### src/rtl/rr_arbiter_defs.vh
// Shared FSM state encodings for the round-robin arbiter.
`ifndef RR_ARBITER_DEFS_VH
`define RR_ARBITER_DEFS_VH

`define RR_ST_IDLE 1'b0
`define RR_ST_BUSY 1'b1

`endif

### src/rtl/rr_arbiter_pkg.sv
// Types and helpers shared by the round-robin arbiter and its priority picker.
// Pure declarations, no logic.
package rr_arbiter_pkg;

`include "rr_arbiter_defs.vh"

    typedef enum logic {
        ST_IDLE = `RR_ST_IDLE,
        ST_BUSY = `RR_ST_BUSY
    } rr_state_e;

    // Ring position k steps away from idx in the rotation direction.
    function automatic int rr_step(input int idx, input int k, input int n, input bit left);
        if (left) begin
            return (idx + k) % n;
        end
        return (idx + n - k) % n;
    endfunction

endpackage

### src/rtl/rr_arbiter_pick.sv
// Circular priority search: first set request at or after the one-hot pointer.
// Purely combinational, zero latency, no flow control.
module rr_pick
    import rr_arbiter_pkg::*;
#(
    parameter int N    = 4,
    parameter int LEFT = 1,
    parameter int IW   = $clog2(N)
) (
    input  logic [N-1:0]  req_i,
    input  logic [N-1:0]  ptr_i,
    output logic [N-1:0]  winner_o,
    output logic [IW-1:0] winner_idx_o,
    output logic          any_o
);

    int            p;
    int            j;
    logic [IW-1:0] jj;
    logic          found;

    always_comb begin
        p            = 0;
        j            = 0;
        jj           = '0;
        found        = 1'b0;
        winner_o     = '0;
        winner_idx_o = '0;
        for (int i = 0; i < N; i++) begin
            if (ptr_i[i]) begin
                p = i;
            end
        end
        for (int k = 0; k < N; k++) begin
            j  = rr_step(p, k, N, LEFT != 0);
            jj = IW'(j);
            if (!found && req_i[jj]) begin
                found         = 1'b1;
                winner_o[jj]  = 1'b1;
                winner_idx_o  = jj;
            end
        end
        any_o = found;
    end

endmodule

### src/rtl/rr_arbiter.sv
// Round-robin arbiter with bounded grant hold; grant registered one cycle after request.
// Requesters hold req as a level; a grant is revoked on release or after MAX_HOLD cycles.
module rr_arbiter
    import rr_arbiter_pkg::*;
#(
    parameter int N        = 4,
    parameter int LEFT     = 1,
    parameter int MAX_HOLD = 8
) (
    input  logic                 clk,
    input  logic                 init,
    input  logic [N-1:0]         req,
    output logic [N-1:0]         grant,
    output logic                 grant_valid,
    output logic [$clog2(N)-1:0] grant_id
);

    localparam int            IW        = $clog2(N);
    localparam int            HW        = $clog2(MAX_HOLD + 1);
    localparam logic [HW-1:0] HOLD_LAST = HW'(MAX_HOLD - 1);
    localparam logic [N-1:0]  PTR_RST   = N'(1);

    rr_state_e     state_q, state_d;
    logic [N-1:0]  ptr_q, ptr_d;
    logic [HW-1:0] hold_cnt_q, hold_cnt_d;
    logic [N-1:0]  grant_q, grant_d;
    logic [IW-1:0] grant_id_q, grant_id_d;
    logic          grant_vld_q, grant_vld_d;

    logic [N-1:0]  win;
    logic [IW-1:0] win_idx;
    logic          win_any;
    logic [N-1:0]  win_rot;
    logic          owner_req;

    rr_pick #(
        .N    (N),
        .LEFT (LEFT),
        .IW   (IW)
    ) u_pick (
        .req_i        (req),
        .ptr_i        (ptr_q),
        .winner_o     (win),
        .winner_idx_o (win_idx),
        .any_o        (win_any)
    );

    // Pointer moves one past the winner so the winner becomes lowest priority.
    generate
        if (LEFT != 0) begin : g_rot_left
            assign win_rot = {win[N-2:0], win[N-1]};
        end else begin : g_rot_right
            assign win_rot = {win[0], win[N-1:1]};
        end
    endgenerate

    assign owner_req = |(req & grant_q);

    always_comb begin
        state_d     = state_q;
        ptr_d       = ptr_q;
        hold_cnt_d  = hold_cnt_q;
        grant_d     = grant_q;
        grant_id_d  = grant_id_q;
        grant_vld_d = grant_vld_q;
        unique case (state_q)
            ST_IDLE: begin
                if (win_any) begin
                    state_d     = ST_BUSY;
                    ptr_d       = win_rot;
                    hold_cnt_d  = '0;
                    grant_d     = win;
                    grant_id_d  = win_idx;
                    grant_vld_d = 1'b1;
                end
            end
            ST_BUSY: begin
                // Release takes precedence; expiry yields the same idle result.
                if (!owner_req || hold_cnt_q == HOLD_LAST) begin
                    state_d     = ST_IDLE;
                    hold_cnt_d  = '0;
                    grant_d     = '0;
                    grant_id_d  = '0;
                    grant_vld_d = 1'b0;
                end else begin
                    hold_cnt_d = hold_cnt_q + 1'b1;
                end
            end
            default: begin
                state_d = ST_IDLE;
            end
        endcase
    end

    always_ff @(posedge clk or posedge init) begin
        if (init) begin
            state_q     <= ST_IDLE;
            ptr_q       <= PTR_RST;
            hold_cnt_q  <= '0;
            grant_q     <= '0;
            grant_id_q  <= '0;
            grant_vld_q <= 1'b0;
        end else begin
            state_q     <= state_d;
            ptr_q       <= ptr_d;
            hold_cnt_q  <= hold_cnt_d;
            grant_q     <= grant_d;
            grant_id_q  <= grant_id_d;
            grant_vld_q <= grant_vld_d;
        end
    end

    always_comb begin
        assert ($onehot0(grant_q));
    end

    assign grant       = grant_q;
    assign grant_valid = grant_vld_q;
    assign grant_id    = grant_id_q;

endmodule
### config.mk
export PLATFORM = sky130hd
export DESIGN_NAME = rr_arbiter
export DESIGN_NICKNAME = d
export VERILOG_FILES = /design/src/rtl/rr_arbiter_pkg.sv /design/src/rtl/rr_arbiter_pick.sv /design/src/rtl/rr_arbiter.sv
export VERILOG_INCLUDE_DIRS = /design/src /design/src/rtl
export SDC_FILE = /design/constraint.sdc
export NUM_CORES = 1
export LEC_CHECK = 0
export ABC_AREA = 1
export ABC_CLOCK_PERIOD_IN_PS = 2150
export CORE_MARGIN = 2
export CORE_UTILIZATION = 43
export DETAILED_ROUTE_END_ITERATION = 8
export PLACE_DENSITY = 0.72
export SETUP_SLACK_MARGIN = 0.4
export SLEW_MARGIN = 20
export SYNTH_ARGS = -nofsm -noshare
export SYNTH_HDL_FRONTEND = slang
export SYNTH_SLANG_ARGS = --single-unit
### constraint.sdc
create_clock -name clk -period 2.15 [get_ports clk]
set_input_delay 0.43 -clock clk [delete_from_list [all_inputs] [get_ports clk]]
set_output_delay 0.43 -clock clk [all_outputs]
set_load 0.01 [all_outputs]
---- Word level (Yosys, flattened, before mapping) ----
Index checks and enable logic that the tools add are counted.
storage, ports and cells
  input port bits ......................... 6
  output and inout bits ................... 7
  memories kept ........................... 0
  word-level logic and storage cells ...... 87
  RAM bits ................................ 0
  bits in registers ....................... 16
  bits in latches ......................... 0
  memory bits (read-only) ................. 0
operators by class
  bitwise logic cells ..................... 5
  add/sub/neg operators ................... 4
  equality and inequality tests ........... 3
  div/mod/pow operators ................... 0
  mux-type cells .......................... 46
  multipliers ............................. 0
  $lt $le $gt $ge ......................... 8
  reduce and logical (&&, ||, !) cells .... 15
  shift-type cells ........................ 0
operators with widths
  kind                   count
  $mux W4                8
  $mux W1                17
  $mux W2                8
  $pmux W4 S2            2
  $lt A2 B3 Y1 const B   4
  $or A4 B4 Y4           3
  $bmux W1 S2            4
  $demux W1 S2           4
  $ge A2 B1 Y1 const B   4
  $logic_and A1 B1 Y1    7
  $add A2 B2 Y2 const B  2
  $add A4 B1 Y4 const B  1
  $and A4 B4 Y4          1
  $eq A4 B3 Y1 const B   1
  $logic_not A1 Y1       4
  $ne A2 B1 Y1 const B   2
  $pmux W1 S2            2
  $pmux W2 S2            1
  $reduce_and A2 Y1      2
  $reduce_or A4 Y1       1
  $add A2 B1 Y2 const B  1
  $logic_or A1 B1 Y1     1
  $not A1 Y1             1

---- Logic depth before layout (Yosys ltp) ----
Gate-level depths: netlist of run 1.
  word-level depth ........................ 17
  mapped depth ............................ 14
  gate-level depth less buffers ........... 13

---- By module ----
A second synthesis of run 1 with hierarchy kept.
unflattened totals
  cell total of the unflattened synthesis .. 179
  area, all modules ....................... 1,296.2 um2
modules (own cells, without submodules)
  module      times used  seq. area each (um2)  cells an instance  area an instance (um2)
  rr_arbiter  1           401.6                 81                 680.7
  rr_pick     1           0.0                   98                 615.6

---- Least setup slack after synthesis of run 1 ----
Ideal clock, no wire load.
  kind .................................... reg2reg
  from .................................... register ptr_q[3]
  to ...................................... register grant_id_q[1] (netlist: grant_id[1])
  data arrival time ....................... 1.909 ns
  cell stages (with the launch flop) ...... 13
  path slack .............................. 0.125 ns
  period minus slack after synthesis ...... 2.025 ns
  path buffers ............................ 0
  data required time ...................... 2.034 ns
  setup time .............................. 0.116 ns
  cell sequence ........................... dfrtp_1 -> nor2_2 -> inv_1 -> ha_1 -> inv_1 -> nand3_1 -> nand2_2 -> nor2_4 -> nand3_1 -> nand2_2 -> nor2_1 -> nand2_1 -> nand2_1
on the way
  cells in the longest elaborated chain, start to end .. 15
  elaborated cells on any way between the ends .. 30
  classes of those cells .................. add/sub (3); eq/ne (1); mux (19); reduce/logical (7)
RTL lines
  item                                                    RTL line               source
  start: declaration                                      rr_arbiter.sv:24       logic [N-1:0] ptr_q, ptr_d;
  start signal: assignment                                rr_arbiter.sv:105      ptr_q <= ptr_d;
  $mux W2 *                                               rr_arbiter_pick.sv:30  if (ptr_i[i]) begin
  branches (longest 14 deep; another with $add A2 B2 Y2)  n/a
  end signal: assignment                                  rr_arbiter.sv:108      grant_id_q <= grant_id_d;
  end: declaration                                        rr_arbiter.sv:27       logic [IW-1:0] grant_id_q, grant_id_d;
Every way passes the cells marked *. The select of a mux whose other input is x is not followed.
A chain may end at the register's enable or synchronous reset.

---- Final worst setup path of run 1 ----
  from .................................... register ptr_q[2]
  to ...................................... register grant_id_q[1] (netlist: grant_id[1])
on the way
  cells in the longest elaborated chain, start to end .. 16
  elaborated cells on any way between the ends .. 31
  classes of those cells .................. add/sub (3); eq/ne (1); mux (20); reduce/logical (7)
RTL lines
  item                                                    RTL line
  $mux W2 * (2 in series)                                 rr_arbiter_pick.sv:30
  branches (longest 14 deep; another with $add A2 B2 Y2)  n/a
Marks and branches as above.

==> results of run 1 <==
==> Yosys cell counts, types with 2 or more instances <==
cell and number:
nand3_2 3, ha_1 7, nand3_1 37, nand2_1 54, dfrtp_1 15, a22o_1 2
nand2_2 6, nand2_4 5, nand4_1 4, nor2_4 2, nor2_1 12, inv_2 3
inv_1 16
==> logic make-up after synthesis <==
| kind of cell | Yosys count |
|---|---|
| simple gates | 125 |
| xor+xnor | 2 |
| flops | 15 |
| fa+ha+maj | 7 |
| compound gates | 6 |
| buf+inv | 21 |
==> worst min path at each step <==
stage	cells past startpoint	end	from	slack (ns)
after floorplan	1	grant[0]$_DFFE_PP0P_	init	0.33
after CTS	2	grant_valid$_DFFE_PP0P_	init	0.50
after global routing	2	grant_id[0]$_DFFE_PP0P_	grant_id[0]$_DFFE_PP0P_	0.54
after global placement	2	grant_valid$_DFFE_PP0P_	grant_valid$_DFFE_PP0P_	0.47
after detailed placement	2	grant_id[0]$_DFFE_PP0P_	grant_id[0]$_DFFE_PP0P_	0.48
final	2	grant[3]$_DFFE_PP0P_	init	0.49
==> state kept, by name, indices dropped and copies added (netlist names) <==
register	flops
grant_id	2
grant_valid	1
hold_cnt_q	4
grant	4
ptr_q	3
state_q	1
==> power breakdown <==
group	leakage (uW)	total, uW	switching [uW]	internal [uW]
Clock	0.0000177	163	93.3	69.2
Sequential	0.000198	444	73.7	371
Combinational	0.000630	2310	1440	879
==> per-stage QoR <==
step                      setup WS [ns]  hold WS [ns]
after global routing              0.154         0.543
after global placement            0.121         0.474
final                             0.239         0.489
after floorplan                   0.352         0.331
after CTS                         0.284         0.498
after detailed placement         0.0647         0.475
==> worst max-delay path, cell delays in order, from the launching register on <==
cell	delay [ns]
dfrtp_1	0.42
buf_6	0.14
nor2_4	0.10
inv_2	0.07
ha_4	0.33
inv_6	0.06
nand3_4	0.06
nand2_4	0.08
nor2_4	0.19
nand3_2	0.11
nand2_4	0.10
nor2_1	0.05
nand2_1	0.05
nand2_1	0.04
==> layer usage <==
layer  wire (um)  global-route usage [%]  up-vias
li1            -                       -      637
met1        1550                    31.4      627
met2        1650                    35.6       64
met3         184                    4.24        4
met4          12                    1.99        0
met5           0                       0        -
==> layout by cell type, fill, tap and decap left out, drive strengths merged <==
cell type	count
xnor2	1
dfrtp	15
a21boi	1
nand3	41
ha	7
o21ai	2
nand4	4
clkinv	2
buf	13
a22o	2
clkbuf	3
nand2	65
nor2	15
xor2	1
o31ai	1
inv	19
clkdlybuf4s50	12
==> layout make-up <==
class	count	area, um2
Tap cell	31	38.8
Fill cell	225	1080
Multi-Input combinational cell	140	905
Clock buffer	3	22.5
Sequential cell	15	375
Timing Repair Buffer	25	225
Inverter	20	82.6
Clock inverter	1	5.00
==> repair_timing <==
item,4_1_cts,5_1_grt
pin swaps,14,7
endpoints found under the setup margin,15,15
buffers inserted,5,4
resized for setup,19,7
==> run summary, run 1 <==
Worst Path Required: 2.34 ns
clk buf depth: 2
ranking of synthesized cells by area: dfrtp_1 (30%), nand2_1 (16%), nand3_1 (15%)
FFs w/ async S/R, synth: 100%
post-synth cell types: 23
share of cells above drive strength 1: 27.5%
die area: 3320 um2
core area: 2730 um2
CTS clock-pin slew for the worst setup and hold paths: 0.10 ns
Clk Latency, worst-skew pair: 0.29 ns
# clock sinks: 15
DRC viols: 0
placed insts: 222
die height: 57.6 um
std cell rows: 19
Die Width: 57.6 um
maxcap violations: 0
post-synthesis mux area share: 0%
total I/O pin count: 13
ys flop type: dfrtp_1
R2R setup slack: 0.24 ns
post-route cell area: 1650 um2
first-pass iteration count of the detailed router: 5
DR WL/cell: 14.5 um
Yosys reg bits: 15
CTS buffer count: 3
Synth Area in Compound Gates: 3.44%
All-Layer GR Usage: 21.8%
LEAKAGE: 0.000845 uW
leading area contributor after synthesis: dfrtp_1
Setup-failing EPs final: 0
Root Buffer: clkbuf_4
final wirelength: 3.40 mm
Final Util: 60.5%
Arrival @ worst endpoint: 2.11 ns
adder-cell share of the synthesized area: 7.08%
Worst Setup EP: grant_id[1]$_DFFE_PP0P_
R2R Path End: grant_id[1]$_DFFE_PP0P_
largest net degree at the start of global routing: 16
top-area cell type share of the netlist area: 30.3%
TNS Setup: 0 ns
routed vias: 1332
post-layout min period: 1.91 ns
fraction of synthesized cell area in xor and xnor cells: 1.42%
YS warnings: 0
number of synthesized flops with an enable pin: 0
worst-path fanout max: 7
worst slew pin tran: 0.574 ns
FF-to-FF Start: ptr_q[2]$_DFFE_PP0P_
area grow syn2layout: 33.7%
Setup CP Type: reg -> reg
syn avg cell area: 7.03 um2
Syn Nets: 189
final number of hold-violating endpoints: 0
Pwr Total: 2920 uW
vias in the first global route: 1258
status: complete, no violations
PortBufs: 12
H-tree levels: 1
CP Capture Type: register
Post-DP HPWL: 2.39 mm
Worst setup startpoint: ptr_q[2]$_DFFE_PP0P_
Final ANT Viol Nets: 0
Peak VDD IR: 1170 uV
startpoint class of the critical path: register
TritonCTS clock tree: done
diodes inserted: 0
synthesized-area fraction occupied by and/or/nand/nor cells: 50.8%
Pwr Density: 1770 nW/um2
RSZ-0062 raised after global routing: yes
vias per cell: 5.67
Syn Inst Count: 176
Clock Skews: 0.0114 ns
main combinational cell family by area after synthesis: simple AND/OR/NAND/NOR gates
GPL Wtd Cong: 0.860
fin nets: 218
Worst slew margin: 61.7%
Slew Viols, Final: 0
drt first-iter violations: 72
global-route wire length before repair: 5.77 mm
hold buffers post-CTS: 0
worst min path class: in -> async
Placement Cell Area: 1450 um2
grt ovf: 0
Final period util: 88.9%
Final Instance Count excl. Fillers: 235
Initial Util: 45.3%
mapped cell area: 1240 um2
sequential area share after synthesis: 30.3%
Register-to-Register Path Depth: 13
Max Fclk: 523 MHz
initial antenna violation count: 0
No activity file was read; power rests on OpenSTA's default activity.
==> run 2: changes to the inputs <==
CTS_CLUSTER_SIZE = 8   (was default)
==> results of run 2 <==
No change in the layout: final DEF, timing and power equal those of run 1.
==> run 3: changes to the inputs <==
CTS_CLUSTER_SIZE = 12   (was 8)
==> results of run 3 <==
No change in the layout: final DEF, timing and power equal those of run 1.
